<file path="config.mk">
export PLATFORM = sky130hd
export DESIGN_NAME = btn_debounce_array
export DESIGN_NICKNAME = d
export VERILOG_FILES = /design/src/rtl/btn_debounce_array.sv
export SDC_FILE = /design/constraint.sdc
export NUM_CORES = 1
export LEC_CHECK = 0
export BUFFER_PORTS_ARGS = -buffer_cell sky130_fd_sc_hd__buf_2
export CAP_MARGIN = 20
export CORE_MARGIN = 2
export CORE_UTILIZATION = 55
export CTS_CLUSTER_DIAMETER = 50
export CTS_CLUSTER_SIZE = 24
export DETAILED_ROUTE_END_ITERATION = 16
export MAX_ROUTING_LAYER = met4
export PLACE_DENSITY = 0.8
export SLEW_MARGIN = 40
export SYNTH_ARGS = -nofsm -noshare
export SYNTH_HDL_FRONTEND = slang
export SYNTH_SLANG_ARGS = --single-unit
</file>
<file path="constraint.sdc">
create_clock -name clk -period 4.7 [get_ports clk]
set_input_delay 0.94 -clock clk [delete_from_list [all_inputs] [get_ports clk]]
set_output_delay 0.94 -clock clk [all_outputs]
set_load 0.02 [all_outputs]
</file>
<file path="src/rtl/btn_debounce_array.sv">
// btn_debounce_array: per-channel synchronized, tick-sampled button debouncer with press/release pulses.
// Define BTN_LONG_PRESS_EN to add per-channel long-press detection and the btn_long port.
module btn_debounce_array #(
    parameter int NUM_BTNS   = 4,
    parameter int TICK_DIV   = 4000000,
    parameter int STABLE_CNT = 3,
    parameter int LONG_CNT   = 64
) (
    input  logic                clk,
    input  logic                rst_n,
    input  logic [NUM_BTNS-1:0] raw_input,
    output logic [NUM_BTNS-1:0] btn_level,
    output logic [NUM_BTNS-1:0] btn_press,
`ifdef BTN_LONG_PRESS_EN
    output logic [NUM_BTNS-1:0] btn_long,
`endif
    output logic [NUM_BTNS-1:0] btn_release
);
    localparam int TW = $clog2(TICK_DIV);
    localparam int SW = $clog2(STABLE_CNT + 1);
    if (NUM_BTNS < 1 || NUM_BTNS > 32 || TICK_DIV < 2 || STABLE_CNT < 1 || STABLE_CNT > 255 || LONG_CNT < 1) begin : g_bad_param
        $error("btn_debounce_array: parameter out of range");
    end
    logic [TW-1:0]       tick_cnt;
    logic                tick;
    logic [NUM_BTNS-1:0] sync_a;
    logic [NUM_BTNS-1:0] sync_b;
    assign tick = tick_cnt == TW'(TICK_DIV - 1);
    always_ff @(posedge clk) begin
        if (!rst_n) begin
            tick_cnt <= '0;
            sync_a   <= '0;
            sync_b   <= '0;
        end else begin
            tick_cnt <= tick ? '0 : tick_cnt + 1'b1;
            sync_a   <= raw_input;
            sync_b   <= sync_a;
        end
    end
    for (genvar i = 0; i < NUM_BTNS; i++) begin : g_ch
        logic [SW-1:0] stab;
        logic          level;
        logic          press;
        logic          release_q;
        logic          differ;
        logic          accept;
        assign differ = sync_b[i] ^ level;
        // a matching sample on any tick throws away partial progress
        assign accept = tick & differ & (stab == SW'(STABLE_CNT - 1));
        always_ff @(posedge clk) begin
            if (!rst_n) begin
                stab      <= '0;
                level     <= 1'b0;
                press     <= 1'b0;
                release_q <= 1'b0;
            end else begin
                if (tick)
                    stab <= (!differ || accept) ? '0 : stab + 1'b1;
                level     <= level ^ accept;
                press     <= accept & ~level;
                release_q <= accept & level;
            end
        end
        assign btn_level[i]   = level;
        assign btn_press[i]   = press;
        assign btn_release[i] = release_q;
`ifdef BTN_LONG_PRESS_EN
        localparam int LW = $clog2(LONG_CNT + 1);
        logic [LW-1:0] long_cnt;
        logic          long_q;
        // saturating at LONG_CNT makes the pulse fire once per press
        always_ff @(posedge clk) begin
            if (!rst_n) begin
                long_cnt <= '0;
                long_q   <= 1'b0;
            end else begin
                long_cnt <= !level ? '0 : (tick && long_cnt != LW'(LONG_CNT)) ? long_cnt + 1'b1 : long_cnt;
                long_q   <= level & tick & (long_cnt == LW'(LONG_CNT - 1));
            end
        end
        assign btn_long[i] = long_q;
`endif
    end
endmodule

</file>
==> results of run 1 <==
synth_stat cells:
cell / number / area (um^2)
nand4_1: 4 / 25.02
nor2b_1: 8 / 50.05
or2_1: 1 / 6.260
xor2_1: 10 / 87.58
dfxtp_1: 50 / 1001
or4_4: 1 / 11.26
o21ai_0: 5 / 25.02
or4_1: 2 / 15.01
or4_2: 1 / 8.760
nor4_1: 2 / 12.51
or3_1: 4 / 25.02
buf_2: 1 / 5.000
and4bb_2: 1 / 12.51
o31ai_1: 2 / 15.01
clkbuf_1: 6 / 22.52
o21ai_2: 1 / 8.760
inv_1: 10 / 37.54
buf_4: 12 / 90.09
mux2i_1: 8 / 80.08
and2_1: 20 / 125.1
and3_1: 5 / 31.28
nor2_1: 16 / 60.06
a21oi_1: 6 / 30.03
nor4b_1: 5 / 43.79
and4_2: 2 / 20.02
nand3_1: 11 / 55.05
o21bai_1: 1 / 7.510
nor4bb_1: 1 / 10.01
nand4_2: 1 / 12.51
nor2_2: 1 / 6.260
nand3_2: 1 / 10.01
ha_1: 13 / 162.7
nand3b_1: 4 / 30.03
xnor2_1: 7 / 61.31
nand2_1: 16 / 60.06
nor3_1: 3 / 15.01
nand4_4: 1 / 21.27
final timing paths:
| path | from | endpoint | slack, ns | depth (start not counted) |
|---|---|---|---|---|
| max | tick_cnt[0] | g_ch[3].level | 2.80 | 7 |
| min | sync_a[3] | sync_b[3] | 0.44 | 1 |
| max reg2reg | tick_cnt[0] | g_ch[3].level | 2.80 | 7 |
| min reg2reg | sync_a[3] | sync_b[3] | 0.44 | 1 |
per-layer routing:
layer	part of all wire [%]	vias to the layer above	wire length, um
met3	3.9	5	138
met2	50	24	1773
met1	45	723	1615
met5	0	-	0
li1	-	827	-
met4	0.98	0	35
worst max-delay path, stage by stage, from the launching register on:
cell	delay, ns
dfxtp_1	0.37
ha_1	0.22
and2_1	0.25
nand3_1	0.14
nor2_1	0.28
and3_1	0.25
ha_1	0.24
nor2b_1	0.10
state kept, by name, indices dropped and copies added (netlist names):
| register | flops |
|---|---|
| tick_cnt | 22 |
| g_ch.stab | 8 |
| g_ch.level | 4 |
| g_ch.press | 4 |
| g_ch.release_q | 4 |
| sync_a | 4 |
| sync_b | 4 |
area by class of cell:
type | instances | area [um^2]
clock buffers | 5 | 68.82
clock inverters | 3 | 28.78
fillers | 349 | 1572
inverters | 10 | 37.54
multi-input cells | 164 | 1145
flip-flops and latches | 50 | 1001
well taps | 50 | 62.56
repair buffers | 17 | 85.08
where the power goes:
group	internal, mW	total [mW]	leakage (nW)	switching (mW)
Clock	0.111	0.265	0.0506	0.153
Combinational	0.00708	0.0176	0.498	0.0105
Sequential	0.429	0.431	0.405	0.00272
logic make-up after synthesis:
kind of cell	count (synthesis)	share of synthesized area, %
AO/OA/AOI/OAI	15	3.752
XOR/XNOR	17	6.471
adder cells (fa/ha/maj)	13	7.069
buffers and inverters	29	6.743
flip-flops	50	43.50
multiplexers	8	3.480
AND/OR/NAND/NOR	111	28.98
layout by cell type (no fill, tap or decap), types with 2 or more instances in the layout:
| master | Yosys | final |
|---|---|---|
| a21oi_1 | 6 | 6 |
| and2_1 | 20 | 20 |
| and3_1 | 5 | 5 |
| and4_2 | 2 | 2 |
| buf_2 | 1 | 17 |
| clkbuf_8 | 0 | 5 |
| dfxtp_1 | 50 | 50 |
| ha_1 | 13 | 13 |
| inv_1 | 10 | 10 |
| mux2i_1 | 8 | 8 |
| nand2_1 | 16 | 16 |
| nand3_1 | 11 | 11 |
| nand3b_1 | 4 | 4 |
| nand4_1 | 4 | 4 |
| nor2_1 | 16 | 16 |
| nor2b_1 | 8 | 8 |
| nor3_1 | 3 | 3 |
| nor4_1 | 2 | 2 |
| nor4b_1 | 5 | 5 |
| o21ai_0 | 5 | 5 |
| o31ai_1 | 2 | 2 |
| or3_1 | 4 | 4 |
| or4_1 | 2 | 2 |
| xnor2_1 | 7 | 7 |
| xor2_1 | 10 | 10 |
per-stage QoR:
step                instances  area, um^2  hold WS, ns  power, mW  worst slack [ns]
floorplan                 243        2301       0.4119     0.4547             2.993
detailed placement        291        2331       0.4195     0.4593             2.606
global placement          291        2331       0.4179     0.4587             2.660
CTS                       299        2429       0.4396     0.7245             2.770
finish                    299        2429       0.4356     0.7135             2.799
global route              299        2429       0.4525     0.7435             2.646
==> results.ini, run 1 <==
[clock_tree]
clkSinkCount=50
clkLatencyLatePin_ns=0.31
cts_hold_buf=0
clkTransAtPathRegs_ns=0.10
h-tree-depth=2
clk_path_buf_depth=2
cts_inserted_buffers=5
cts-root-buf=clkbuf_8
post_cts_resized=0
cts_tree=done
postCtsSetupBuffers=0

[floorplanning]
die_width_um=68.68
core_um2=4000
num_rows=23
boundaryPins=18
fp.dieH_um=68.68
die_area_um2=4717
start_util_pct=57.52

[yosys]
syn_area_per_cell_um2=9.469
ys_warn_count=0
ys_types=37
seq_area_frac_synth_pct=43.50
syn-cell-area_um2=2301
synth-seq-cells=50
syn_nets=262
syn_inst=243

[routing]
totalWireLength_um=3561
num_vias=1579
firstDrtPassIters=4
vias_per_cell=5.281
drt_iter0_drc=54
wl_per_cell_um=11.91
drc=0
ant_nets=0

[sta]
finalSetupTns_ns=0
min_period_ns=1.901
fmax_ghz=0.5262
max_slew_margin_pct=51.45
fin_skew_ns=0.007278
finalHoldViolations=0
finalMaxSlewViolations=0
finalSetupViolations=0
worst_slew_pin_slew_ns=0.7282
timing.final.crit_share_pct=40.44
rsz0062_at_grt=no

[placement]
place_congestion=0.7610
place_hpwl_um=2564
io_buffers=17

[worst_setup_path]
crit_type=reg2reg
arrival_ns=2.15
critical_path.max_fanout=6
cp_data_required_time_ns=4.95
start_kind=flip-flop
end_kind=flip-flop

[min_path]
hp-class=reg2reg

[cells_and_area]
fin_nets=267
layout-drive-gt1-share_pct=14.06
post-route-util_pct=60.71
area_growth_pct=5.547
diodes=0

[power]
vdd_drop_max_uv=204.2
leakagePower_nw=0.9536
p_per_area_nw_per_um2=293.8

[grt]
antenna_found_initial=0
met3_usage_pct=4.870
grt_pass1_vias=1492
use_met2_pct=31.49
overflow=0
gr-max-usage-layer=met2
grt_util_met1_pct=19.88
grt_pass1_wl_um=6216
track_usage_pct=17.96
grt_max_degree=41

[job]
maxCapViolations=0

[status]
status=completed

(Power assumes the default switching activity.)
==> run 2: changes to the inputs <==
- ABC_AREA: default -> 1
- CORE_UTILIZATION: 55 -> 53
- clock period: 4.7 -> 1.6 ns (I/O delays scaled with it)
==> run 2 against run 1 <==
  * Hold slack got worse by 0.24 ns
  * Synthesized area rose by 5.2%
  * Clock-buffer cell count did not move
  * Via count rose by 26%
  * Routed wire length rose by 24%
  * Synthesized cell count rose by 35%
  * Clock power rose to 2.7 times the previous value
  * Non-clock buffer count rose by 17
  * Register-to-register slack got worse by 2.8 ns
  * Sequential share of layout area fell by 5.1 points
  * Critical endpoint is now g_ch[2].level
  * Maximum frequency rose by 21%
  * Critical path type unchanged
  * Combinational power rose to 4.0 times the previous value
==> results.ini, run 2 <==
[status]
status=completed  ; unchanged

[cells_and_area]
layout_commonest_cell=nand2_1  ; was dfxtp_1
diodes=0  ; unchanged
fin_nets=371  ; was 267
reg_top3=tick_cnt x22, g_ch.stab x8  ; unchanged
layout_common_cells=nand2_1 (73), nor2_1 (53), dfxtp_1 (47)  ; was dfxtp_1 (50), and2_1 (20), buf_2 (17)
design_area_um2=2781  ; was 2429 um^2
final_cells=404  ; was 299
layout-drive-gt1-share_pct=19.89  ; was 14.06%
area_growth_pct=14.88  ; was 5.547%
regMostFlops=tick_cnt  ; unchanged
largest_reg_flops=22  ; unchanged

[min_path]
hold_end=sync_a[0]  ; was sync_b[3]
hp-class=in2reg  ; was reg2reg
holdPathStages=3  ; was 1
worstHoldStart=raw_input[0]  ; was sync_a[3]

[floorplanning]
num_rows=24  ; was 23
start_util_pct=55.22  ; was 57.52%
core_um2=4384  ; was 4000 um^2
die_width_um=71.59  ; was 68.68 um
fp.dieH_um=71.59  ; was 68.68 um
die_area_um2=5124  ; was 4717 um^2
boundaryPins=18  ; unchanged

[clock_tree]
cts-root-buf=clkbuf_8  ; unchanged
cts_hold_buf=0  ; unchanged
clkLatencyLatePin_ns=0.30  ; was 0.31 ns
h-tree-depth=2  ; unchanged
clkSinkCount=50  ; unchanged
cts_inserted_buffers=5  ; unchanged
cts_tree=done  ; unchanged
clkTransAtPathRegs_ns=0.09  ; was 0.10 ns
clk_path_buf_depth=2  ; unchanged

[sta]
finalMaxSlewViolations=0  ; unchanged
finalHoldViolations=0  ; unchanged
rsz0062_at_grt=yes  ; was no
fin_skew_ns=0.01026  ; was 0.007278 ns
max_slew_margin_pct=74.18  ; was 51.45%
finalSetupViolations=0  ; unchanged
worst_slew_pin_slew_ns=0.3868  ; was 0.7282 ns
timing.final.crit_share_pct=98.51  ; was 40.44%
fmax_ghz=0.6344  ; was 0.5262 GHz
min_period_ns=1.576  ; was 1.901 ns

[yosys]
synth-seq-cells=50  ; unchanged
synth_area_leader_cell=dfxtp_1  ; unchanged
synthMostInstantiatedCell=nand2_1  ; was dfxtp_1
ys_types=28  ; was 37
ys_warn_count=0  ; unchanged
ys_async_sr_fraction_pct=0  ; unchanged
seq_area_frac_synth_pct=41.34  ; was 43.50%
synth_edf_count=0  ; unchanged
yosys-top-cells-count=nand2_1 (74), nor2_1 (58), dfxtp_1 (50)  ; was dfxtp_1 (50), and2_1 (20), nand2_1 (16), nor2_1 (16), ha_1 (13)
syn_area_per_cell_um2=7.359  ; was 9.469 um^2
yosys-top-cells-area=dfxtp_1 (41%), nand2_1 (11%), nor2_1 (9.0%)  ; was dfxtp_1 (44%), ha_1 (7.1%), and2_1 (5.4%)
syn_nets=348  ; was 262
syn-cell-area_um2=2421  ; was 2301 um^2
syn_inst=329  ; was 243
synthFlopType=dfxtp_1  ; unchanged
synthDominantCellAreaShare_pct=41.34  ; was 43.50%

[routing]
num_vias=1986  ; was 1579
firstDrtPassIters=4  ; unchanged
vias_per_cell=4.916  ; was 5.281
drt_iter0_drc=81  ; was 54
totalWireLength_um=4406  ; was 3561 um
ant_nets=0  ; unchanged
drc=0  ; unchanged
wl_per_cell_um=10.91  ; was 11.91 um

[worst_setup_path]
r2r-start=tick_cnt[1]  ; was tick_cnt[0]
reg2reg_depth=9  ; was 7
max_stage_delay_ns=0.37  ; about the same
cp_data_required_time_ns=1.84  ; was 4.95 ns
arrival_ns=1.82  ; was 2.15 ns
path_cells=ha_4, nand2_4, nor2_4, nand3_2, nor2_4, clkinv_4, nor2_4, ha_4, nor2_1  ; was ha_1, and2_1, nand3_1, nor2_1, and3_1, ha_1, nor2b_1
end_kind=flip-flop  ; unchanged
r2r-end=g_ch[2].level  ; was g_ch[3].level
crit_type=reg2reg  ; unchanged
critPathSlowestCell=dfxtp_2  ; was dfxtp_1
critical_path.max_fanout=4  ; was 6
start_kind=flip-flop  ; unchanged
cpMostUsedCell=nor2_4  ; was ha_1
rrSetupSlack_ns=0.02  ; was 2.80 ns

[placement]
place_hpwl_um=3213  ; was 2564 um
placed_cell_area_um2=2560  ; was 2331 um^2
dp_cells=395  ; was 291
place_congestion=0.8407  ; was 0.7610
io_buffers=17  ; unchanged

[grt]
overflow=0  ; unchanged
grt_max_degree=22  ; was 41
antenna_found_initial=0  ; unchanged
track_usage_pct=19.81  ; was 17.96%
grt_pass1_vias=1816  ; was 1492
grt_pass1_wl_um=7803  ; was 6216 um

[power]
vdd_drop_max_uv=483.3  ; was 204.2 uV
leakagePower_nw=1.221  ; was 0.9536 nW
p_per_area_nw_per_um2=736.6  ; was 293.8 nW/um^2

[job]
maxCapViolations=0  ; unchanged

## run 2: cell count changes after synthesis, moves of 4 or more
cell	change
or3_1	-4
nand4_1	+8
nor2_1	+42
and2_1	-20
nand3_1	+8
inv_1	+33
nand2_1	+58
nor4b_1	-5
mux2i_1	-8
clkbuf_1	-4
nor2b_1	-8
xnor2_1	-6
and3_1	-5
## run 2: final cells by class
type | instances | area, um^2
repair buffers | 34 | 212.7
flip-flops and latches | 50 | 1005
multi-input cells | 215 | 1237
clock buffers | 5 | 68.82
fillers | 375 | 1603
inverters | 46 | 177.7
clock inverters | 2 | 15.01
well taps | 52 | 65.06
## run 2: cells by family after synthesis
kind of cell    Yosys count  synth area share (%)
fa+ha+maj                13                 6.719
compound gates           12                 2.480
xor+xnor                 13                 4.703
flops                    50                 41.34
buf+inv                  64                 12.30
simple gates            177                 32.46
## run 2: power by group
| part | switching [mW] | internal [mW] |
|---|---|---|
| Combinational | 0.0430 | 0.0274 |
| Sequential | 0.0109 | 1.26 |
| Clock | 0.409 | 0.299 |
| Total | 0.463 | 1.59 |
## run 2: worst max-delay path by stage
| stage | cells past startpoint | start | slack, ns | to |
|---|---|---|---|---|
| after floorplan | 9 | tick_cnt[0] | -0.01 | g_ch[0].level |
| after global placement | 9 | tick_cnt[1] | 0.11 | g_ch[0].level |
| after detailed placement | 9 | tick_cnt[1] | -0.02 | g_ch[0].level |
| after CTS | 9 | tick_cnt[1] | -0.01 | g_ch[3].level |
| after global routing | 9 | tick_cnt[1] | -0.08 | g_ch[2].level |
| final | 9 | tick_cnt[1] | 0.02 | g_ch[2].level |
## run 2: per-layer routing
metal	global-route usage, %	share of wire, %
met3	5.345	5.2
met4	9.224	2.0
met2	29.94	46
met5	-	0
met1	24.67	46
## run 2: per-stage QoR
stage | hold WS, ns | power [mW] | setup slack (ns) | utilization (%) | TNS (ns)
final | 0.1928 | 2.049 | 0.02382 | 63.44 | 0
after global routing | 0.1841 | 2.138 | -0.08289 | 63.44 | -0.2899
after CTS | 0.1818 | 2.065 | -0.01259 | 60.53 | -0.03346
after detailed placement | 0.4033 | 1.360 | -0.02173 | 58.39 | -0.03408
after global placement | 0.3944 | 1.357 | 0.1050 | 58.39 | 0
after floorplan | 0.3905 | 1.342 | -0.01029 | - | -0.04115
## run 2: critical path, delay by kind of cell (launching register included)
| family | cells | cell delay (ns) |
|---|---|---|
| DFF | 1 | 0.37 |
| buffers and inverters | 1 | 0.11 |
| adders and majority gates | 2 | 0.36 |
| and+or+nand+nor | 6 | 0.67 |
## run 2: timing repair
item	4_1_cts	5_1_grt
cloned	0	0
setup buffers	1	1
gates resized for setup	1	23
setup endpoints to repair	4	33
pin swaps	0	9
